$ cat src/rtl/serial_arb_pkg.sv
`default_nettype none
// +----------------------------------------------------------------------------+
// | Module   : serial_arb_pkg                                                  |
// | Brief    : Shared types and defaults for the serial transmit arbiter.      |
// | Revision : 1.0 - initial release                                           |
// +----------------------------------------------------------------------------+
package serial_arb_pkg;

    localparam int unsigned c_DATA_W_DEFAULT = 32;

    typedef enum logic [2:0] {
        ST_IDLE      = 3'd0,
        ST_LAUNCH    = 3'd1,
        ST_WAIT_BUSY = 3'd2,
        ST_WAIT_IDLE = 3'd3,
        ST_DONE      = 3'd4
    } arb_state_e;

endpackage : serial_arb_pkg
`default_nettype wire

$ cat src/rtl/serial_tx_arbiter_sync_2ff.sv
`default_nettype none
// +----------------------------------------------------------------------------+
// | Module   : sync_2ff                                                        |
// | Brief    : Two-flop single-bit synchroniser, async active-high clear.      |
// | Revision : 1.0 - initial release                                           |
// +----------------------------------------------------------------------------+
module sync_2ff (
    input  logic Clk,
    input  logic Reset,
    input  logic d_i,
    output logic q_o
);

    logic meta_q;
    logic sync_q;

    always_ff @(posedge Clk or posedge Reset) begin
        if (Reset) begin
            meta_q <= 1'b0;
            sync_q <= 1'b0;
        end else begin
            meta_q <= d_i;
            sync_q <= meta_q;
        end
    end

    assign q_o = sync_q;

endmodule : sync_2ff
`default_nettype wire

$ cat src/rtl/serial_tx_arbiter.sv
`default_nettype none
// +----------------------------------------------------------------------------+
// | Module   : serial_tx_arbiter                                               |
// | Brief    : Round-robin arbiter sharing one serial transceiver; optional    |
// |            transfer timeout enabled by SERIAL_ARB_TIMEOUT_EN.              |
// | Revision : 1.0 - initial release                                           |
// +----------------------------------------------------------------------------+
module serial_tx_arbiter
    import serial_arb_pkg::*;
#(
    parameter int unsigned NUM_REQ = 4,
    parameter int unsigned DATA_W  = c_DATA_W_DEFAULT,
    parameter int unsigned TIMEOUT = 4096
) (
    input  logic                       Clk,
    input  logic                       Reset,
    input  logic [NUM_REQ-1:0]         ReqValid,
    input  logic [NUM_REQ*DATA_W-1:0]  ReqData,
    output logic [NUM_REQ-1:0]         ReqAck,
    output logic [NUM_REQ-1:0]         ReqDone,
    output logic [NUM_REQ-1:0]         ReqErr,
    output logic [DATA_W-1:0]          TxDataIn,
    output logic                       TxSample,
    output logic                       TxStartTx,
    input  logic                       TxBusy,
    output logic                       ArbBusy,
    output logic [$clog2(NUM_REQ)-1:0] GrantIdx
);

    localparam int unsigned IDX_W = $clog2(NUM_REQ);

    if (NUM_REQ < 2 || NUM_REQ > 8 || TIMEOUT < 1) begin : g_param_check
        $error("serial_tx_arbiter: NUM_REQ must be 2..8 and TIMEOUT >= 1");
    end

    arb_state_e          state_q;
    logic [IDX_W-1:0]    ptr_q;
    logic [IDX_W-1:0]    grant_q;
    logic [DATA_W-1:0]   data_q;
    logic [NUM_REQ-1:0]  ack_q;
    logic [NUM_REQ-1:0]  done_q;
    logic                sample_q;
    logic                start_q;
    logic                busy_s;
    logic                tmo_fire;
    logic [IDX_W-1:0]    pick_d;

    sync_2ff u_busy_sync (
        .Clk   (Clk),
        .Reset (Reset),
        .d_i   (TxBusy),
        .q_o   (busy_s)
    );

    // First valid requester strictly after the pointer, wrapping cyclically.
    function automatic logic [IDX_W-1:0] rr_pick(
        input logic [NUM_REQ-1:0] req,
        input logic [IDX_W-1:0]   ptr
    );
        logic [IDX_W-1:0] pick;
        int               cand;
        pick = ptr;
        for (int k = NUM_REQ; k >= 1; k--) begin
            cand = (int'(ptr) + k) % int'(NUM_REQ);
            if (req[cand]) begin
                pick = IDX_W'(cand);
            end
        end
        return pick;
    endfunction

    assign pick_d = rr_pick(ReqValid, ptr_q);

    always_ff @(posedge Clk or posedge Reset) begin
        if (Reset) begin
            state_q  <= ST_IDLE;
            ptr_q    <= IDX_W'(NUM_REQ - 1);
            grant_q  <= '0;
            data_q   <= '0;
            ack_q    <= '0;
            done_q   <= '0;
            sample_q <= 1'b0;
            start_q  <= 1'b0;
        end else begin
            ack_q    <= '0;
            done_q   <= '0;
            sample_q <= 1'b0;
            start_q  <= 1'b0;
            case (state_q)
                ST_IDLE: begin
                    if ((|ReqValid) && !busy_s) begin
                        grant_q        <= pick_d;
                        data_q         <= ReqData[int'(pick_d)*DATA_W +: DATA_W];
                        ack_q[pick_d]  <= 1'b1;
                        state_q        <= ST_LAUNCH;
                    end
                end
                ST_LAUNCH: begin
                    sample_q <= 1'b1;
                    start_q  <= 1'b1;
                    state_q  <= ST_WAIT_BUSY;
                end
                ST_WAIT_BUSY: begin
                    if (busy_s) begin
                        state_q <= ST_WAIT_IDLE;
                    end else if (tmo_fire) begin
                        ptr_q   <= grant_q;
                        state_q <= ST_IDLE;
                    end
                end
                ST_WAIT_IDLE: begin
                    if (!busy_s) begin
                        done_q[grant_q] <= 1'b1;
                        state_q         <= ST_DONE;
                    end else if (tmo_fire) begin
                        ptr_q   <= grant_q;
                        state_q <= ST_IDLE;
                    end
                end
                ST_DONE: begin
                    ptr_q   <= grant_q;
                    state_q <= ST_IDLE;
                end
                default: begin
                    state_q <= ST_IDLE;
                end
            endcase
        end
    end

`ifdef SERIAL_ARB_TIMEOUT_EN
    localparam int unsigned CNT_W = $clog2(TIMEOUT + 1);

    logic [CNT_W-1:0]   tmo_cnt_q;
    logic [CNT_W-1:0]   tmo_cnt_d;
    logic [NUM_REQ-1:0] err_q;
    logic               waiting;

    assign waiting   = (state_q == ST_WAIT_BUSY) || (state_q == ST_WAIT_IDLE);
    assign tmo_cnt_d = tmo_cnt_q + 1'b1;
    // A completing handshake in the same cycle takes priority over the timeout.
    assign tmo_fire  = (tmo_cnt_d == CNT_W'(TIMEOUT)) &&
                       (((state_q == ST_WAIT_BUSY) && !busy_s) ||
                        ((state_q == ST_WAIT_IDLE) &&  busy_s));

    always_ff @(posedge Clk or posedge Reset) begin
        if (Reset) begin
            tmo_cnt_q <= '0;
            err_q     <= '0;
        end else begin
            err_q <= '0;
            if (state_q == ST_LAUNCH) begin
                tmo_cnt_q <= '0;
            end else if (waiting) begin
                tmo_cnt_q <= tmo_cnt_d;
            end
            if (tmo_fire) begin
                err_q[grant_q] <= 1'b1;
            end
        end
    end

    assign ReqErr = err_q;
`else
    assign tmo_fire = 1'b0;
    assign ReqErr   = '0;
`endif

    assign ReqAck    = ack_q;
    assign ReqDone   = done_q;
    assign TxDataIn  = data_q;
    assign TxSample  = sample_q;
    assign TxStartTx = start_q;
    assign GrantIdx  = grant_q;
    assign ArbBusy   = (state_q != ST_IDLE);

endmodule : serial_tx_arbiter
`default_nettype wire

$ cat config.mk
export PLATFORM = sky130hd
export DESIGN_NAME = serial_tx_arbiter
export DESIGN_NICKNAME = d
export VERILOG_FILES = /design/src/rtl/serial_arb_pkg.sv /design/src/rtl/serial_tx_arbiter_sync_2ff.sv /design/src/rtl/serial_tx_arbiter.sv
export SDC_FILE = /design/constraint.sdc
export NUM_CORES = 1
export LEC_CHECK = 0
export ABC_AREA = 1
export BUFFER_PORTS_ARGS = -buffer_cell sky130_fd_sc_hd__buf_2
export CORE_ASPECT_RATIO = 0.75
export CORE_MARGIN = 5
export CORE_UTILIZATION = 52
export CTS_BUF_LIST = sky130_fd_sc_hd__clkbuf_8
export DETAILED_ROUTE_END_ITERATION = 10
export PLACE_DENSITY_LB_ADDON = 0.25
export SLEW_MARGIN = 20
export SYNTH_ARGS = -nofsm -noshare
export SYNTH_HDL_FRONTEND = slang
export SYNTH_HIERARCHICAL = 1
export SYNTH_SLANG_ARGS = --single-unit
$ cat constraint.sdc
create_clock -name Clk -period 2.9 [get_ports Clk]
set_input_delay 0.58 -clock Clk [delete_from_list [all_inputs] [get_ports Clk]]
set_output_delay 0.58 -clock Clk [all_outputs]
set_load 0.01 [all_outputs]
# --- Yosys cells after proc, flatten, opt, wreduce, memory -nomap -nowiden ---
# Cells that the tools add are included.
word_totals:
  register_bits: 50
  latchBits: 0
  mem_bits_rw: 0
  mem_bits_ro: 0
  inputBits: 135
  out_inout_bits: 49
  wordCells: 75
  memories: 0
op_classes:
  addsub: 4
  multipliers: 0
  div: 0
  magnitude_cmp: 8
  n_eq_ne: 7
  shift: 1
  n_mux: 29
  bitwise_logic: 4
  reduce_logical: 13
ops:
  columns: ["operator", "n"]
  rows:
  - ["$shiftx 128x8->32", 1]
  - ["$lt 3x4->1 const B", 4]
  - ["$mux 4", 4]
  - ["$pmux 3 s4", 1]
  - ["$mux 1", 11]
  - ["$mux 3", 3]
  - ["$bmux 1 s2", 4]
  - ["$mux 2", 4]
  - ["$reduce_or 2->1", 4]
  - ["$eq 3x2->1 const B", 2]
  - ["$lt 2x3->1 const B", 2]
  - ["$add 2x1->2 const B", 2]
  - ["$add 2x2->2 const B", 2]
  - ["$and 1x1->1 const A", 4]
  - ["$demux 1 s2", 2]
  - ["$ge 2x1->1 const B", 2]
  - ["$ne 2x2->1 const B", 2]
  - ["$reduce_or 4->1", 1]
  - ["$eq 3x1->1 const B", 1]
  - ["$eq 3x3->1 const B", 1]
  - ["$logic_and 1x1->1", 3]
  - ["$logic_not 3->1", 1]
  - ["$reduce_and 3->1", 1]
  - ["$reduce_bool 3->1", 1]
  - ["3 further kinds", 3]

# --- Longest topological paths before layout ---
# Gate-level depths: netlist of the first run.
logic_depth:
  word_depth: 16
  depth_mapped: 17
  ltp_nobuf: 15

# --- Modules after synthesis ---
# The synthesis of the first run kept the hierarchy.
by_module_without_submodules:
  columns: ["mod", "instances", "cells_each", "area_per_inst_um2", "seq_area_each_um2"]
  rows:
  - ["serial_tx_arbiter", 1, 599, 3839.9, 1203.7]
  - ["sync_2ff", 1, 3, 53.8, 50.0]

# --- Worst setup path before layout of the first run ---
# Ideal clock, no wire load.
synth_path:
  path_type: "register to register"
  from: "reg ptr_q[0]"
  to: "reg data_q[10], in the netlist TxDataIn[10]"
  setup_ps: 117
  arrival_ps: 1687
  required_ps: 2783
  setup_slack_ps: 1096
  stages_incl_launch_ff: 17
  n_path_buf: 3
  synth_period_minus_slack_ps: 1804
  cell_sequence: "dfstp_2 buf_6 nand2_1 o21ai_1 nand2_1 nand2_2 nand2_4 nand2_4 nand2_4 buf_8 buf_12 nand3_2 nand2_1 nand2_1 nand2_1 nand2_1 nand2_1"
synth_between:
  elab_chain_cells: 9
  word_cells_on_any_way: 21
  cone_classes: "4 x add/sub; 1 x shift; 16 x mux"
synth_lines:
  columns: ["element", "line_no", "source"]
  rows:
  - ["start, declared", "serial_tx_arbiter.sv:37", "logic [IDX_W-1:0] ptr_q;"]
  - ["start signal, assigned", "serial_tx_arbiter.sv:77", "ptr_q <= IDX_W'(NUM_REQ - 1);"]
  - ["start signal, assigned", "serial_tx_arbiter.sv:107", "ptr_q <= grant_q;"]
  - ["start signal, assigned", "serial_tx_arbiter.sv:116", "ptr_q <= grant_q;"]
  - ["$add 2x1->2", "serial_tx_arbiter.sv:64", "cand = (int'(ptr) + k) % int'(NUM_REQ);"]
  - ["$bmux 1 s2", "serial_tx_arbiter.sv:65", "if (req[cand]) begin"]
  - ["$mux 1 (not written as such) (2 in a row)", "serial_tx_arbiter.sv:65", null]
  - ["$mux 2 (3 in a row)", "serial_tx_arbiter.sv:65", null]
  - ["$mux 2 (*)", "serial_tx_arbiter.sv:65", null]
  - ["$shiftx 128x8->32 (*)", "serial_tx_arbiter.sv:93", "data_q <= ReqData[int'(pick_d)*DATA_W +: DATA_W];"]
  - ["end signal, assigned", "serial_tx_arbiter.sv:93", null]
  - ["end, declared", "serial_tx_arbiter.sv:39", "logic [DATA_W-1:0] data_q;"]
# Every way passes the cells marked *; elsewhere a longest branch is shown, timed or not. The select of a mux whose other input is x is not followed.
# A chain may end at the register's enable or synchronous reset.

# --- Worst setup path after layout of the first run ---
layout_path:
  from: "reg ptr_q[0]"
  to: "reg data_q[12], in the netlist TxDataIn[12]"
# The elaborated chain is that of the path after synthesis.

==> results by group, run 1 <==
Status
  – Status: completed

Floorplan
  – Initial core utilization: 53.1%
  – IO Pins: 184
  – Row Count: 27
  – Die Height: 84.9 microns
  – Die X: 110 microns
  – Placeable core area: 0.00733 sq mm
  – Die area: 0.00934 sq mm

Drt
  – Pre-Repair DR Iteration Count: 6
  – DR WL/cell: 13.4 microns
  – Vias: 4282
  – Residual DRC: 0
  – Vias per inst: 4.96
  – Antenna-violating nets left: 0
  – Iter 0 DRT Violations: 301
  – DRT Wirelength: 11500 microns
  – Top layer in use: met4
  – Met3 wire len: 1190 microns
  – Met2 wire len: 5410 microns
  – Post-Route M1 WL: 4900 microns

Clock network
  – Max clock buf depth: 2
  – CTS buffer count: 5
  – Post-CTS Setup Inserts: 0
  – Post-cts hold buffer count: 0
  – Reg clk slew, reported paths: 0.11 ns
  – H-Tree Level Count: 2
  – Worst-Skew Late Latency: 0.31 ns
  – Post-CTS sizing: 0
  – Root Driver: clkbuf_8
  – CTS tree: done
  – CTS Sinks: 50

Timing
  – Slew @ Worst Pin: 0.809 ns
  – Fin. Hold Viols: 0
  – Final min period: 2.57 ns
  – Peak Freq: 389 MHz
  – Unrepaired setup endpoints after global routing: false
  – Slew Viols, Final: 0
  – Setup Total Neg Slack: 0 ns
  – Relative slew margins: 46.1%
  – Skew final: 0.0140 ns
  – Fin worst setup slack: 0.328 ns
  – Tcrit/Tclk final: 88.7%
  – # setup viols final: 0

Layout
  – Final #Nets: 895
  – Post-route cell area: 0.00480 sq mm
  – Final core occ: 65.5%
  – Share of layout cells above drive strength 1: 32.2%
  – Area grow syn2layout: 23.4%
  – Non-filler instance count after layout: 863

Global route
  – Vias in the first global route: 4130
  – Gr usage total: 24.5%
  – First-pass GRT wire length: 18900 microns
  – Total gr overflow: 0
  – Largest net degree at the start of global routing: 48
  – Initial antenna violation count: 1

Synthesis
  – Adder-cell share of the synthesized area: 0%
  – Largest family of logic cells by synthesized area: simple AND/OR/NAND/NOR gates
  – Seq cells post-synth: 50
  – Synth Cell Area: 0.00389 sq mm
  – Post-synthesis cell count: 602
  – Post-synthesis sequential area ratio: 32.2%
  – Multiplexer share of the synthesized area: 0%
  – Syn Area/Cell: 6.47 sq um
  – Post-synthesis simple-gate area fraction: 50.0%
  – Syn. warnings: 6
  – Synth Area in Compound Gates: 1.29%
  – Synth Area in XOR/XNOR: 0%
  – Yosys cell types: 24

Placement
  – Cell total after placement: 854
  – Post-Place Worst Slack: 0.365 ns
  – IO Port Bufs: 179
  – RD Place Congestion: 0.944
  – Dpl cell area: 0.00470 sq mm
  – DP Wirelength: 8510 microns

Setup path
  – Worst setup EP type: register
  – Worst-case reg-to-reg path depth: 13
  – Worst setup SP type: register
  – Max FO, Critical Path: 36
  – Sequence of cells on the critical path: inv_2 > nand2_1 > nand2_1 > nand2_1 > nand2_1 > inv_2 > nand3_4 > nand2_4 > nand2_1 > nand3_1 > nand2_1 > nand2_1 > nand2_1
  – Top delay family on crit path: simple AND/OR/NAND/NOR gates
  – Worst endpoint data arrival time: 2.77 ns
  – Worst EP required: 3.10 ns
  – Bufs and invs on worst path: 2
  – Critical Path Max Stage Delay: 0.68 ns
  – R2R Setup Slk: 0.33 ns
  – FF-to-FF End: TxDataIn[12]
  – Reg-to-Reg Start: ptr_q[0]
  – Most frequent CP cell: nand2_1
  – CP Class: reg -> reg
  – Slowest stage cell, crit path: dfstp_2

Job
  – Max-cap violations: 0

Hold path
  – Worst Hold Class: in -> async

Pwr
  – Cell area power density: 1270 mW/mm^2
  – Max IR drop VDD: 0.000820 V
  – Pleak: 3.09 nW
## state kept, by name, summed over array words and instances (netlist names)
name and cells:
TxDataIn 32, ReqAck 4, ReqDone 4, state_q 3, GrantIdx 2, ptr_q 2
TxStartTx 1, u_busy_sync/meta_q 1, u_busy_sync/q_o 1
## logic make-up (layout without fill, tap and decap cells)
group           after synthesis  after routing
simple gates                416            416
buf+inv                     125            281
flops                        50             50
compound gates               10             10
other cells                   1              5
## worst max-delay path by stage
stage	from	end	cells after the start	slack [ns]
final	ptr_q[0]	TxDataIn[12]	13	0.33
after global routing	ptr_q[0]	TxDataIn[22]	13	0.02
after CTS	ptr_q[0]	TxDataIn[22]	13	0.32
after detailed placement	ptr_q[0]	TxDataIn[12]	13	0.37
after global placement	ptr_q[0]	TxDataIn[19]	13	0.46
after floorplan	ptr_q[0]	TxDataIn[10]	16	1.10
## cell usage after synthesis, drive strengths merged
cell type	instances	area share, %
a21oi	1	0.13
buf	37	8.0
clkbuf	4	0.39
conb	1	0.096
dfrtp	48	31
dfstp	2	1.3
inv	84	8.1
nand2	267	27
nand3	134	21
nor2	8	0.84
nor3	3	0.39
nor4	4	0.64
o21ai	9	1.2
## per-stage QoR
step	total power [mW]	hold WS, ns
after floorplan	4.86	0.321
after global placement	5.54	0.339
after detailed placement	5.63	0.346
after CTS	6.09	0.105
after global routing	6.77	0.0944
final	6.09	0.110
## area by class of cell
cell class / instances / area [sq um]
clock inverter: 3 / 28.8
multi-input combinational: 430 / 2010
antenna: 1 / 2.50
timing repair buffer: 189 / 996
sequential: 50 / 1250
inverter: 84 / 317
tap: 101 / 126
fill: 678 / 2530
clock buffer: 5 / 68.8
## power breakdown
| part | switching (mW) | internal [mW] | leakage, nW |
|---|---|---|---|
| registers | 0.211 | 0.996 | 0.628 |
| clock network | 0.259 | 0.181 | 0.0507 |
| logic | 2.93 | 1.51 | 2.41 |
| total | 3.40 | 2.69 | 3.09 |
## placed cells by master (no fill, tap or decap), drive strengths merged
cell | netlist | routed
a21oi | 1 | 1
buf | 37 | 189
clkbuf | 4 | 5
clkinv | 0 | 2
conb | 1 | 4
dfrtp | 48 | 48
dfstp | 2 | 2
diode | 0 | 1
inv | 84 | 85
nand2 | 267 | 267
nand3 | 134 | 134
nor2 | 8 | 8
nor3 | 3 | 3
nor4 | 4 | 4
o21ai | 9 | 9
## routing by layer
layer	global-route usage, %	vias to the layer above
li1	-	2159
met1	31.9	1913
met2	42.3	206
met3	5.70	4
met4	2.94	0
met5	0	-
(Power assumes the default switching activity.)
==> run 2, diff against run 1 <==
- ABC_AREA: 1 -> not set
- CORE_UTILIZATION: 52 -> 49
==> results by group, run 2 <==
Synthesis
  – Async set-reset flop share out of synthesis: 100%
  – Yosys cell types: 34
  – Cell taking the most area after synthesis: dfrtp_1
  – Post-synthesis sequential area ratio: 40.3%
  – Synth top area share: 38.6%
  – Seq cells post-synth: 50
  – Commonest cells in the netlist: dfrtp_1, nor2_1, and2_1
  – Post-synth EDFFs: 0
  – Most frequently used flop master after synthesis: dfrtp_1
  – Syn Area/Cell: 10.8 sq um
  – Post-synthesis cell count: 287
  – Most common cell in the netlist: dfrtp_1
  – Synth top area cells: dfrtp_1, a221oi_2, mux2i_1
  – Syn. warnings: 6
  – Synth Cell Area: 0.00311 sq mm

Clock network
  – Max clock buf depth: 2
  – H-Tree Level Count: 2
  – CTS buffer count: 5
  – Reg clk slew, reported paths: 0.10 ns
  – CTS tree: done
  – Post-CTS Setup Inserts: 0
  – Post-CTS sizing: 0
  – Worst-Skew Late Latency: 0.31 ns
  – Post-cts hold buffer count: 0
  – Root Driver: clkbuf_8
  – CTS Sinks: 50

Timing
  – Relative slew margins: 44.0%
  – Slew Viols, Final: 0
  – Fin. Hold Viols: 0
  – # setup viols final: 0
  – Peak Freq: 458 MHz
  – Slew @ Worst Pin: 0.840 ns
  – Unrepaired setup endpoints after global routing: false
  – Final min period: 2.18 ns
  – Fin worst setup slack: 0.716 ns
  – Setup Total Neg Slack: 0 ns
  – Skew final: 0.0133 ns
  – Tcrit/Tclk final: 75.3%

Drt
  – Antenna-violating nets left: 0
  – Iter 0 DRT Violations: 141
  – DR WL/cell: 17.3 microns
  – Pre-Repair DR Iteration Count: 5
  – DRT Wirelength: 9320 microns
  – Vias per inst: 5.36
  – Residual DRC: 0
  – Vias: 2881

Setup path
  – Worst endpoint data arrival time: 2.39 ns
  – FF-to-FF End: TxDataIn[6]
  – Reg-to-Reg Start: ptr_q[0]
  – Worst setup SP type: register
  – Worst EP required: 3.11 ns
  – Worst setup EP type: register
  – Worst-case reg-to-reg path depth: 6
  – Max FO, Critical Path: 18
  – R2R Setup Slk: 0.72 ns
  – CP Class: reg -> reg

Floorplan
  – Die area: 0.00806 sq mm
  – Row Count: 25
  – Die X: 102 microns
  – Initial core utilization: 50.0%
  – Die Height: 79 microns
  – IO Pins: 184
  – Placeable core area: 0.00622 sq mm

Pwr
  – Pleak: 2.04 nW
  – Max IR drop VDD: 0.000413 V
  – Cell area power density: 871 mW/mm^2

Hold path
  – Worst Hold Class: in -> async

Status
  – Status: completed

Layout
  – Most frequent cells in the layout: buf_2, dfrtp_1, nor2_1, and2_1
  – N_diodes: 0
  – Final #Nets: 591
  – Area grow syn2layout: 32.3%
  – Most common cell after layout, fill and taps aside: buf_2
  – Share of layout cells above drive strength 1: 52.1%
  – Post-route cell area: 0.00411 sq mm
  – Max FFs per register: 32

Placement
  – Dpl cell area: 0.00400 sq mm
  – DP Wirelength: 7080 microns
  – RD Place Congestion: 0.752
  – Post-Place Worst Slack: 0.571 ns
  – IO Port Bufs: 179

Global route
  – Largest net degree at the start of global routing: 49
  – Initial antenna violation count: 0
  – First-pass GRT wire length: 14600 microns
  – Gr usage total: 22.9%
  – Total gr overflow: 0
  – Vias in the first global route: 3006

Job
  – Max-cap violations: 0
[run 2: cell count changes after synthesis, sizes merged, moves of 4 or more]
cell | before | now
mux2i | 0 | 32
nor2 | 8 | 41
and3 | 0 | 4
and2 | 0 | 34
a211oi | 0 | 32
o21ai | 9 | 4
a221oi | 0 | 32
nand2 | 267 | 4
buf | 37 | 27
nand3 | 134 | 1
inv | 84 | 2
[run 2: final cells by class]
| cell class | instances | area (sq um) |
|---|---|---|
| clock buffer | 5 | 68.8 |
| clock inverter | 3 | 47.5 |
| fill | 547 | 2110 |
| inverter | 2 | 8.76 |
| multi-input combinational | 208 | 1650 |
| sequential | 50 | 1250 |
| tap | 81 | 101 |
| timing repair buffer | 189 | 983 |
[run 2: layer usage]
layer | global-route usage (%) | vias up | part of all wire, %
li1 | - | 1399 | -
met2 | 40.5 | 120 | 51
met3 | 6.58 | 10 | 7.8
met5 | 0 | - | 0
met1 | 28.1 | 1352 | 40
met4 | 4.19 | 0 | 0.93
[run 2: power breakdown]
| group | switching (mW) | leakage (nW) | internal (mW) |
|---|---|---|---|
| logic | 1.11 | 1.40 | 0.771 |
| registers | 0.201 | 0.582 | 0.996 |
| clock network | 0.249 | 0.0587 | 0.262 |
[run 2: worst max path at each step]
stage | start | end
2_1_floorplan | ReqValid[2] | TxDataIn[2]
5_1_grt | ptr_q[0] | TxDataIn[17]
3_5_place_dp | ReqValid[1] | TxDataIn[9]
6_report | ptr_q[0] | TxDataIn[6]
3_3_place_gp | ReqValid[1] | TxDataIn[31]
4_1_cts | ptr_q[0] | TxDataIn[6]
[run 2: cells by family after synthesis]
group | share of synthesized area (%)
buffers and inverters | 7.08
other | 0.121
muxes | 11.0
and+or+nand+nor | 16.9
AOI/OAI and AO/OA | 24.5
DFF | 40.3
[run 2: worst max-delay path: stages (launching register included)]
cell	delay (ns)
dfstp_2	0.56
nand2b_1	0.11
o21ai_0	0.17
o211ai_4	0.68
buf_12	0.25
a221oi_2	0.05
a211oi_1	0.24
[run 2: stage by stage]
stage | total power, mW | util, % | hold WS, ns | cells
after floorplan | 2.50 | - | 0.321 | 290
after global placement | 3.04 | 64.2 | 0.341 | 530
after detailed placement | 3.11 | 64.2 | 0.341 | 530
after CTS | 3.63 | 66.1 | 0.0973 | 538
after global routing | 3.84 | 66.1 | 0.0931 | 538
final | 3.58 | 66.1 | 0.111 | 538
